<file path="src/rtl/ac_i2s_serializer_if.sv">
// Generator/codec-side signal bundle for the I2S serializer.
// master = generator/codec side, slave = serializer side.
interface ac_i2s_serializer_if #(
  parameter int DATA_WDT = 24
);
  logic                cmdModEn;
  logic [DATA_WDT-1:0] genDataL;
  logic [DATA_WDT-1:0] genDataR;
  logic                tick;
  logic [DATA_WDT-1:0] adcDataL;
  logic [DATA_WDT-1:0] adcDataR;
  logic                bclk;
  logic                lrclk;
  logic                dacdat;
  logic                adcdat;

  modport master (
    output cmdModEn, genDataL, genDataR, adcdat,
    input  tick, adcDataL, adcDataR, bclk, lrclk, dacdat
  );

  modport slave (
    input  cmdModEn, genDataL, genDataR, adcdat,
    output tick, adcDataL, adcDataR, bclk, lrclk, dacdat
  );
endinterface

</file>
<file path="src/rtl/ac_i2s_serializer.sv">
// I2S master: derives bclk/lrclk from clk, shifts DAC words out MSB-first,
// captures ADC words and pulses tick once per 64-bit frame.
module ac_i2s_serializer #(
  parameter int DATA_WDT = 24,
  parameter int BCLK_DIV = 4
) (
  input  logic                clk,
  input  logic                reset_n,
  ac_i2s_serializer_if.slave  i2s
);
  localparam int                DIV_W     = $clog2(BCLK_DIV);
  localparam logic [DIV_W-1:0]  DIV_LAST  = DIV_W'(BCLK_DIV - 1);
  localparam logic [4:0]        SLOT_LAST = 5'(DATA_WDT);

  logic [DIV_W-1:0]    div_cnt_reg;
  logic [5:0]          bit_cnt_reg;
  logic                bclk_reg;
  logic                lrclk_reg;
  logic                dacdat_reg;
  logic                tick_reg;
  logic [DATA_WDT-1:0] adc_l_reg, adc_r_reg;
  logic [DATA_WDT-1:0] tx_l_reg, tx_r_reg;
  logic [DATA_WDT-1:0] rx_l_reg, rx_r_reg;

  logic       div_wrap, fall_ev, rise_ev;
  logic [5:0] bit_cnt_next;
  logic       next_in_word, cur_in_word;

  always_comb begin
    div_wrap     = (div_cnt_reg == DIV_LAST);
    fall_ev      = div_wrap & bclk_reg;
    rise_ev      = div_wrap & ~bclk_reg;
    bit_cnt_next = bit_cnt_reg + 6'd1;
    // Slot bit 0 and bits past the word carry zero padding / are ignored.
    next_in_word = (bit_cnt_next[4:0] != 5'd0) && (bit_cnt_next[4:0] <= SLOT_LAST);
    cur_in_word  = (bit_cnt_reg[4:0] != 5'd0) && (bit_cnt_reg[4:0] <= SLOT_LAST);
  end

  always_ff @(posedge clk or negedge reset_n) begin
    if (!reset_n) begin
      div_cnt_reg <= '0;
      bit_cnt_reg <= 6'd63;
      bclk_reg    <= 1'b0;
      lrclk_reg   <= 1'b0;
      dacdat_reg  <= 1'b0;
      tick_reg    <= 1'b0;
      adc_l_reg   <= '0;
      adc_r_reg   <= '0;
      tx_l_reg    <= '0;
      tx_r_reg    <= '0;
      rx_l_reg    <= '0;
      rx_r_reg    <= '0;
    end else if (!i2s.cmdModEn) begin
      div_cnt_reg <= '0;
      bit_cnt_reg <= 6'd63;
      bclk_reg    <= 1'b0;
      lrclk_reg   <= 1'b0;
      dacdat_reg  <= 1'b0;
      tick_reg    <= 1'b0;
      adc_l_reg   <= '0;
      adc_r_reg   <= '0;
      tx_l_reg    <= '0;
      tx_r_reg    <= '0;
      rx_l_reg    <= '0;
      rx_r_reg    <= '0;
    end else begin
      tick_reg    <= 1'b0;
      div_cnt_reg <= div_wrap ? '0 : div_cnt_reg + DIV_W'(1);
      if (div_wrap) bclk_reg <= ~bclk_reg;

      if (fall_ev) begin
        bit_cnt_reg <= bit_cnt_next;
        lrclk_reg   <= bit_cnt_next[5];
        if (bit_cnt_next == 6'd0) begin
          tx_l_reg  <= i2s.genDataL;
          tx_r_reg  <= i2s.genDataR;
          adc_l_reg <= rx_l_reg;
          adc_r_reg <= rx_r_reg;
          tick_reg  <= 1'b1;
        end
        // Shifting out the MSB each slot bit is equivalent to picking bit DATA_WDT-s.
        if (next_in_word) begin
          if (bit_cnt_next[5]) begin
            dacdat_reg <= tx_r_reg[DATA_WDT-1];
            tx_r_reg   <= {tx_r_reg[DATA_WDT-2:0], 1'b0};
          end else begin
            dacdat_reg <= tx_l_reg[DATA_WDT-1];
            tx_l_reg   <= {tx_l_reg[DATA_WDT-2:0], 1'b0};
          end
        end else begin
          dacdat_reg <= 1'b0;
        end
      end

      if (rise_ev && cur_in_word) begin
        if (bit_cnt_reg[5]) rx_r_reg <= {rx_r_reg[DATA_WDT-2:0], i2s.adcdat};
        else                rx_l_reg <= {rx_l_reg[DATA_WDT-2:0], i2s.adcdat};
      end
    end
  end

  assign i2s.tick     = tick_reg;
  assign i2s.adcDataL = adc_l_reg;
  assign i2s.adcDataR = adc_r_reg;
  assign i2s.bclk     = bclk_reg;
  assign i2s.lrclk    = lrclk_reg;
  assign i2s.dacdat   = dacdat_reg;
endmodule
</file>
<file path="src/flat_wrapper.sv">
// flat-port wrapper written by rule: the top's interface ports become plain ports
module ac_i2s_serializer_flat 
#(
  parameter int DATA_WDT = 24,
  parameter int BCLK_DIV = 4
)
  (clk, reset_n, i2s_cmdModEn, i2s_genDataL, i2s_genDataR, i2s_adcdat, i2s_tick, i2s_adcDataL, i2s_adcDataR, i2s_bclk, i2s_lrclk, i2s_dacdat);
  ac_i2s_serializer_if #(.DATA_WDT(DATA_WDT)) i2s_i ();
  input  logic clk;
  input  logic reset_n;
  input wire logic [$bits(i2s_i.cmdModEn)-1:0] i2s_cmdModEn;
  input wire logic [$bits(i2s_i.genDataL)-1:0] i2s_genDataL;
  input wire logic [$bits(i2s_i.genDataR)-1:0] i2s_genDataR;
  input wire logic [$bits(i2s_i.adcdat)-1:0] i2s_adcdat;
  output wire logic [$bits(i2s_i.tick)-1:0] i2s_tick;
  output wire logic [$bits(i2s_i.adcDataL)-1:0] i2s_adcDataL;
  output wire logic [$bits(i2s_i.adcDataR)-1:0] i2s_adcDataR;
  output wire logic [$bits(i2s_i.bclk)-1:0] i2s_bclk;
  output wire logic [$bits(i2s_i.lrclk)-1:0] i2s_lrclk;
  output wire logic [$bits(i2s_i.dacdat)-1:0] i2s_dacdat;
  assign i2s_i.cmdModEn = i2s_cmdModEn;
  assign i2s_i.genDataL = i2s_genDataL;
  assign i2s_i.genDataR = i2s_genDataR;
  assign i2s_i.adcdat = i2s_adcdat;
  assign i2s_tick = i2s_i.tick;
  assign i2s_adcDataL = i2s_i.adcDataL;
  assign i2s_adcDataR = i2s_i.adcDataR;
  assign i2s_bclk = i2s_i.bclk;
  assign i2s_lrclk = i2s_i.lrclk;
  assign i2s_dacdat = i2s_i.dacdat;
  ac_i2s_serializer #(.DATA_WDT(DATA_WDT), .BCLK_DIV(BCLK_DIV)) u_core (.clk(clk), .reset_n(reset_n), .i2s(i2s_i));
endmodule
</file>
<file path="config.mk">
export PLATFORM = sky130hd
export DESIGN_NAME = ac_i2s_serializer_flat
export DESIGN_NICKNAME = d
export VERILOG_FILES = /design/src/rtl/ac_i2s_serializer_if.sv /design/src/rtl/ac_i2s_serializer.sv /design/src/flat_wrapper.sv
export SDC_FILE = /design/constraint.sdc
export NUM_CORES = 1
export LEC_CHECK = 0
export CORE_AREA = 3 3 141 143
export CTS_CLUSTER_SIZE = 20
export DETAILED_ROUTE_END_ITERATION = 16
export DIE_AREA = 0 0 144 146
export PLACE_DENSITY_LB_ADDON = 0.12
export SYNTH_ARGS = -nofsm -noshare
export SYNTH_HDL_FRONTEND = slang
export SYNTH_SLANG_ARGS = --single-unit
</file>
<file path="constraint.sdc">
create_clock -name clk -period 2.8 [get_ports clk]
set_clock_uncertainty 0.15 [all_clocks]
set_input_delay 0.7 -clock clk [delete_from_list [all_inputs] [get_ports clk]]
set_output_delay 0.7 -clock clk [all_outputs]
set_load 0.05 [all_outputs]
</file>
Yosys cells after proc, flatten, opt, wreduce, memory -nomap -nowiden
Cells that the tools add are included.
Operators by class
  add/sub/neg operators: 2
  $mul: 0
  div/mod/pow operators: 0
  order comparisons: 2
  eq/ne operators: 7
  shifts and indexed selects: 0
  multiplexer cells: 37
  bitwise operators: 3
  reductions and logical operators: 9
Operators by type and width (number)
  $mux 24: 22
  $mux 6: 2
  $mux 1: 11
  $le 5x5->1 const B: 2
  $ne 2x1->1 const B: 5
  $reduce_bool 5->1: 2
  $add 6x1->6 const B: 1
  $logic_not 6->1: 1
  $reduce_and 2->1: 3
  $mux 2: 2
  $logic_and 1x1->1: 3
  $add 2x1->2 const B: 1
  $and 1x1->1: 2
  $eq 2x2->1 const B: 1
  $ne 2x2->1 const B: 1
  $not 1->1: 1
Storage, ports and cells
  flip-flop bits (word level): 156
  bits in latches: 0
  bits in writable memories: 0
  ROM bits: 0
  bits of input ports: 52
  memories: 0

Depth between registers and ports, before layout
  depth after elaboration: 7
  depth in mapped cells: 10
  gate-level depth less buffers: 8

Worst setup path after synthesis
Ideal clock, no wire load.
  path kind: register -> register
  start point: register u_core.bit_cnt_reg[0]
  end point: register u_core.tx_l_reg[10]
  setup time: 0.126 ns
  data arrival time: 2.164 ns
  data required time: 2.524 ns
  path slack: 0.360 ns
  stages on the path, launching flop included: 9
  cells stage by stage: dfstp_2 -> ha_1 -> nor4b_4 -> a41oi_4 -> nor2_4 -> or2_1 -> nor2_2 -> buf_6 -> a221o_1
Between the ends
  cells in the longest elaborated chain, start to end: 7
  elaborated cells on any way between the ends: 10
  those cells by class: add/sub (1); order compare (1); mux (5); reduce/logical (3)
Ends and longest elaborated chain
  start: declaration: RTL line ac_i2s_serializer.sv:16  | logic [5:0] bit_cnt_reg;
  start signal: assignment: RTL line ac_i2s_serializer.sv:72  | bit_cnt_reg <= bit_cnt_next;
  $add 6x1->6 *: RTL line ac_i2s_serializer.sv:33  | bit_cnt_next = bit_cnt_reg + 6'd1;
  branches (longest 3 deep; another with $le 5x5->1)
  $mux 24 *: RTL line ac_i2s_serializer.sv:82  | if (next_in_word) begin
  $mux 24 *: RTL line ac_i2s_serializer.sv:71  | if (fall_ev) begin
  $mux 24 *: RTL line ac_i2s_serializer.sv:53  | end else if (!i2s.cmdModEn) begin
  end signal: assignment: RTL line ac_i2s_serializer.sv:75  | tx_l_reg <= i2s.genDataL;
  end signal: assignment: RTL line ac_i2s_serializer.sv:88  | tx_l_reg <= {tx_l_reg[DATA_WDT-2:0], 1'b0};
  end: declaration: RTL line ac_i2s_serializer.sv:22  | logic [DATA_WDT-1:0] tx_l_reg, tx_r_reg;
Every way passes the cells marked *. The select of a mux whose other input is x is not followed.
A chain may end at the register's enable or synchronous reset.

Worst setup path in the final report
  start point: register u_core.bit_cnt_reg[0]
  end point: register u_core.tx_l_reg[21]
The elaborated chain is that of the path after synthesis.

==> out/qor.yml <==
yosys-top-cells-count: "150 x dfrtp_1, 105 x nand2_1, 69 x a21boi_0"
yosys-mux-area-fraction: 0.0655
clkSlewWorstSetupHoldPaths_ns: 0.06
ys_ff_latch: 156
critPathSlowestCell: "dfstp_2"
cp.required_ns: 2.94
yosysSeqAreaShare: 0.522
synth_compound_area_frac: 0.185
layout-drive-gt1-share: 0.114
cts_num_sinks: 156
ios: 104
crit_start: "u_core.bit_cnt_reg[0]$_DFFE_PN1P_"
hold_viol: 0
cts_buffer_depth: 2
grt_setup_unrepaired: "no"
dieArea_um2: 21000
worst-path-max-fanout: 22
fmax_mhz: 385
peakVddDrop_v: 0.000391
relSlewSlack: 0.521
whs_ns: 0.0655
cp_slowest_stage_delay_ns: 0.61
layoutNonFillerInstCount: 1016
synth_nets: 734
dp_slack_ns: -0.00504
postSynthCellCount: 678
endpoint_kind: "flip-flop"
wirelength_um: 17600
synth_top_family_by_area: "compound AO/OA/AOI/OAI gates"
cp.depth: 8
wl_per_cell_um: 17.3
post-cts-setup-buffer-count: 0
initial_core_util: 0.400
drcViolationCount: 0
avgSynthCellArea_um2: 11.0
critPathLaunchType: "flip-flop"
grt_pass1_wl_um: 28700
antenna_found_initial: 0
root_buffer: "clkbuf_16"
die_x_um: 144
numCtsBuffers: 17
rrSetupSlack_ns: 0.20
critical_path_class: "flip-flop to flip-flop"
tightest_slew_ns: 0.719
fp.dieH_um: 146
final_max_slew_viol_count: 0
rr_worst_depth: 8
cp_cell_sequence: "ha_1 -> buf_4 -> nor4bb_1 -> o21a_1 -> a211o_1 -> a21oi_2 -> nor2_4 -> a221o_1"
fin_nets: 826
ant_nets: 0
synth_xor_area_frac: 0.0139
status: "completed"
yosysMostFrequentCell: "dfrtp_1"
dp.cells: 985
area_delta_synth_final_pct: 24.7
synth_top_area_share: 0.501
grt_remaining_overflow: 0
cpLargestDelayFamily: "compound AO/OA/AOI/OAI gates"
setup_viol: 0
grtUsageTotal: 0.168
p_leak_nw: 3.95
fin_crit_sh: 0.927
timing.rr.end: "u_core.tx_l_reg[21]$_DFFE_PN0P_"
dpl-instance-area_um2: 8790
powerDensity_nw_per_um2: 499
drt_first_pass_iters: 4
cts_tree: "built"
ys_types: 54
synth_area_leaders: "dfrtp_1 50%, a21boi_0 6.9%, mux2i_1 6.5%, a221o_1 5.9%, nand2_1 5.3%"
groute.layer.met3.usage: 0.0421
clkLatencyLatePin_ns: 0.41
first_global_vias: 5467
io_buffers: 103
dp_hpwl_um: 11100
hold_path_class: "input pin to async pin"
yosys.area_share.simple: 0.165
async_flop_share: 1.00
std_cell_rows: 50
synth_edf_count: 0
r2r-start: "u_core.bit_cnt_reg[0]$_DFFE_PN1P_"
synth_top_area_cell: "dfrtp_1"
final_area_um2: 9340
place.gp.congestion: 0.763
use_met2: 0.256
holdBufCountCts: 0
fin_ws_ns: 0.203
cp_num_buf_inv: 1
avgViaCountPerCell: 5.44
vias: 5523
grt-busiest-layer: "met2"
synth_ff_type: "dfrtp_1"
yosys_warnings: 0
min_period_ns: 2.60
critPathCapture: "u_core.tx_l_reg[21]$_DFFE_PN0P_"
grt_max_degree: 87
worstPathArrival_ns: 2.74
drtIter0Drc: 357
syn_area_um2: 7490
synth_adder_area_share: 0.00668
core_um2: 18700
h-tree-depth: 4
drv_cap: 0
globalRouteMet1Util: 0.239
==> power by group <==
group          switching [mW]  internal, mW
Combinational           0.157         0.133
Sequential            0.00837          2.26
Clock                   0.961          1.13
Total                    1.13          3.53
==> per-stage QoR <==
step | util | TNS [ns] | total power, mW
floorplan | - | 0 | 2.44
global placement | 0.470 | 0 | 2.60
detailed placement | 0.470 | -0.00669 | 2.61
CTS | 0.498 | 0 | 4.72
global route | 0.499 | 0 | 4.84
finish | 0.499 | 0 | 4.66
==> worst min-delay path by stage <==
stage	from	to	slack [ns]
2_1_floorplan	reset_n	u_core.div_cnt_reg[0]$_DFF_PN0_	0.25
3_3_place_gp	u_core.div_cnt_reg[0]$_DFF_PN0_	u_core.div_cnt_reg[0]$_DFF_PN0_	0.27
3_5_place_dp	u_core.div_cnt_reg[0]$_DFF_PN0_	u_core.div_cnt_reg[0]$_DFF_PN0_	0.28
4_1_cts	reset_n	u_core.tx_r_reg[17]$_DFFE_PN0P_	0.08
5_1_grt	reset_n	u_core.tx_r_reg[17]$_DFFE_PN0P_	0.09
6_report	reset_n	u_core.tx_r_reg[17]$_DFFE_PN0P_	0.07
==> cells by family (layout without fill, tap and decap cells) <==
group                    count (synthesis)  count (layout)
XOR/XNOR                                 8               8
AO/OA/AOI/OAI                          164             164
AND/OR/NAND/NOR                        238             238
buffers and inverters                   59             162
adder cells (fa/ha/maj)                  4               4
other                                    0               1
multiplexers                            49              49
flip-flops                             156             156
==> worst reg2reg max path, delay by kind of cell, from the launching register on <==
family	cells	cell delay, ns
buffers and inverters	1	0.15
AOI/OAI and AO/OA	4	1.17
DFF	1	0.61
adders and majority gates	1	0.21
and+or+nand+nor	2	0.19
==> layout by cell type, fill, tap and decap left out, types with 2 or more instances in the layout <==
master,instances
a21boi_0,69
dfrtp_1,150
nor4bb_1,2
clkbuf_16,17
clkinvlp_4,4
inv_6,2
nand3_1,48
and2_1,2
buf_4,20
buf_6,2
xor2_1,3
nand2_1,105
nor2b_1,50
a21oi_2,2
nor3_1,2
a21oi_1,4
o31ai_1,2
nor2b_4,2
xnor2_1,2
o21ai_0,6
mux2i_1,49
dfstp_2,6
buf_12,5
clkinv_4,3
a22o_1,26
o211ai_1,2
clkinv_2,2
or3_1,2
nor2_1,6
nor3_4,4
clkdlybuf4s50_1,101
nor2_4,3
a221o_1,44
inv_1,4
ha_1,4
==> layer usage <==
layer  part of all wire  routed length [µm]
met5                  0                   0
met4              0.010                 176
met3              0.048                 854
met2               0.46                8160
met1               0.48                8420
==> area by class of cell <==
type	instances	area [µm²]
Fill cell	1656	9370
Sequential cell	156	3910
Multi-Input combinational cell	463	3310
Timing Repair Buffer	128	1280
Clock buffer	18	429
Tap cell	234	293
Clock inverter	12	95.1
Inverter	4	15.0
Antenna cell	1	2.50
==> repair_timing <==
action                                  4_1_cts  5_1_grt
endpoints found under the setup margin       12       46
cloned                                        0        0
gates resized for setup                       1        3
endpoints found under the hold margin         0        0
(Power assumes the default switching activity.)
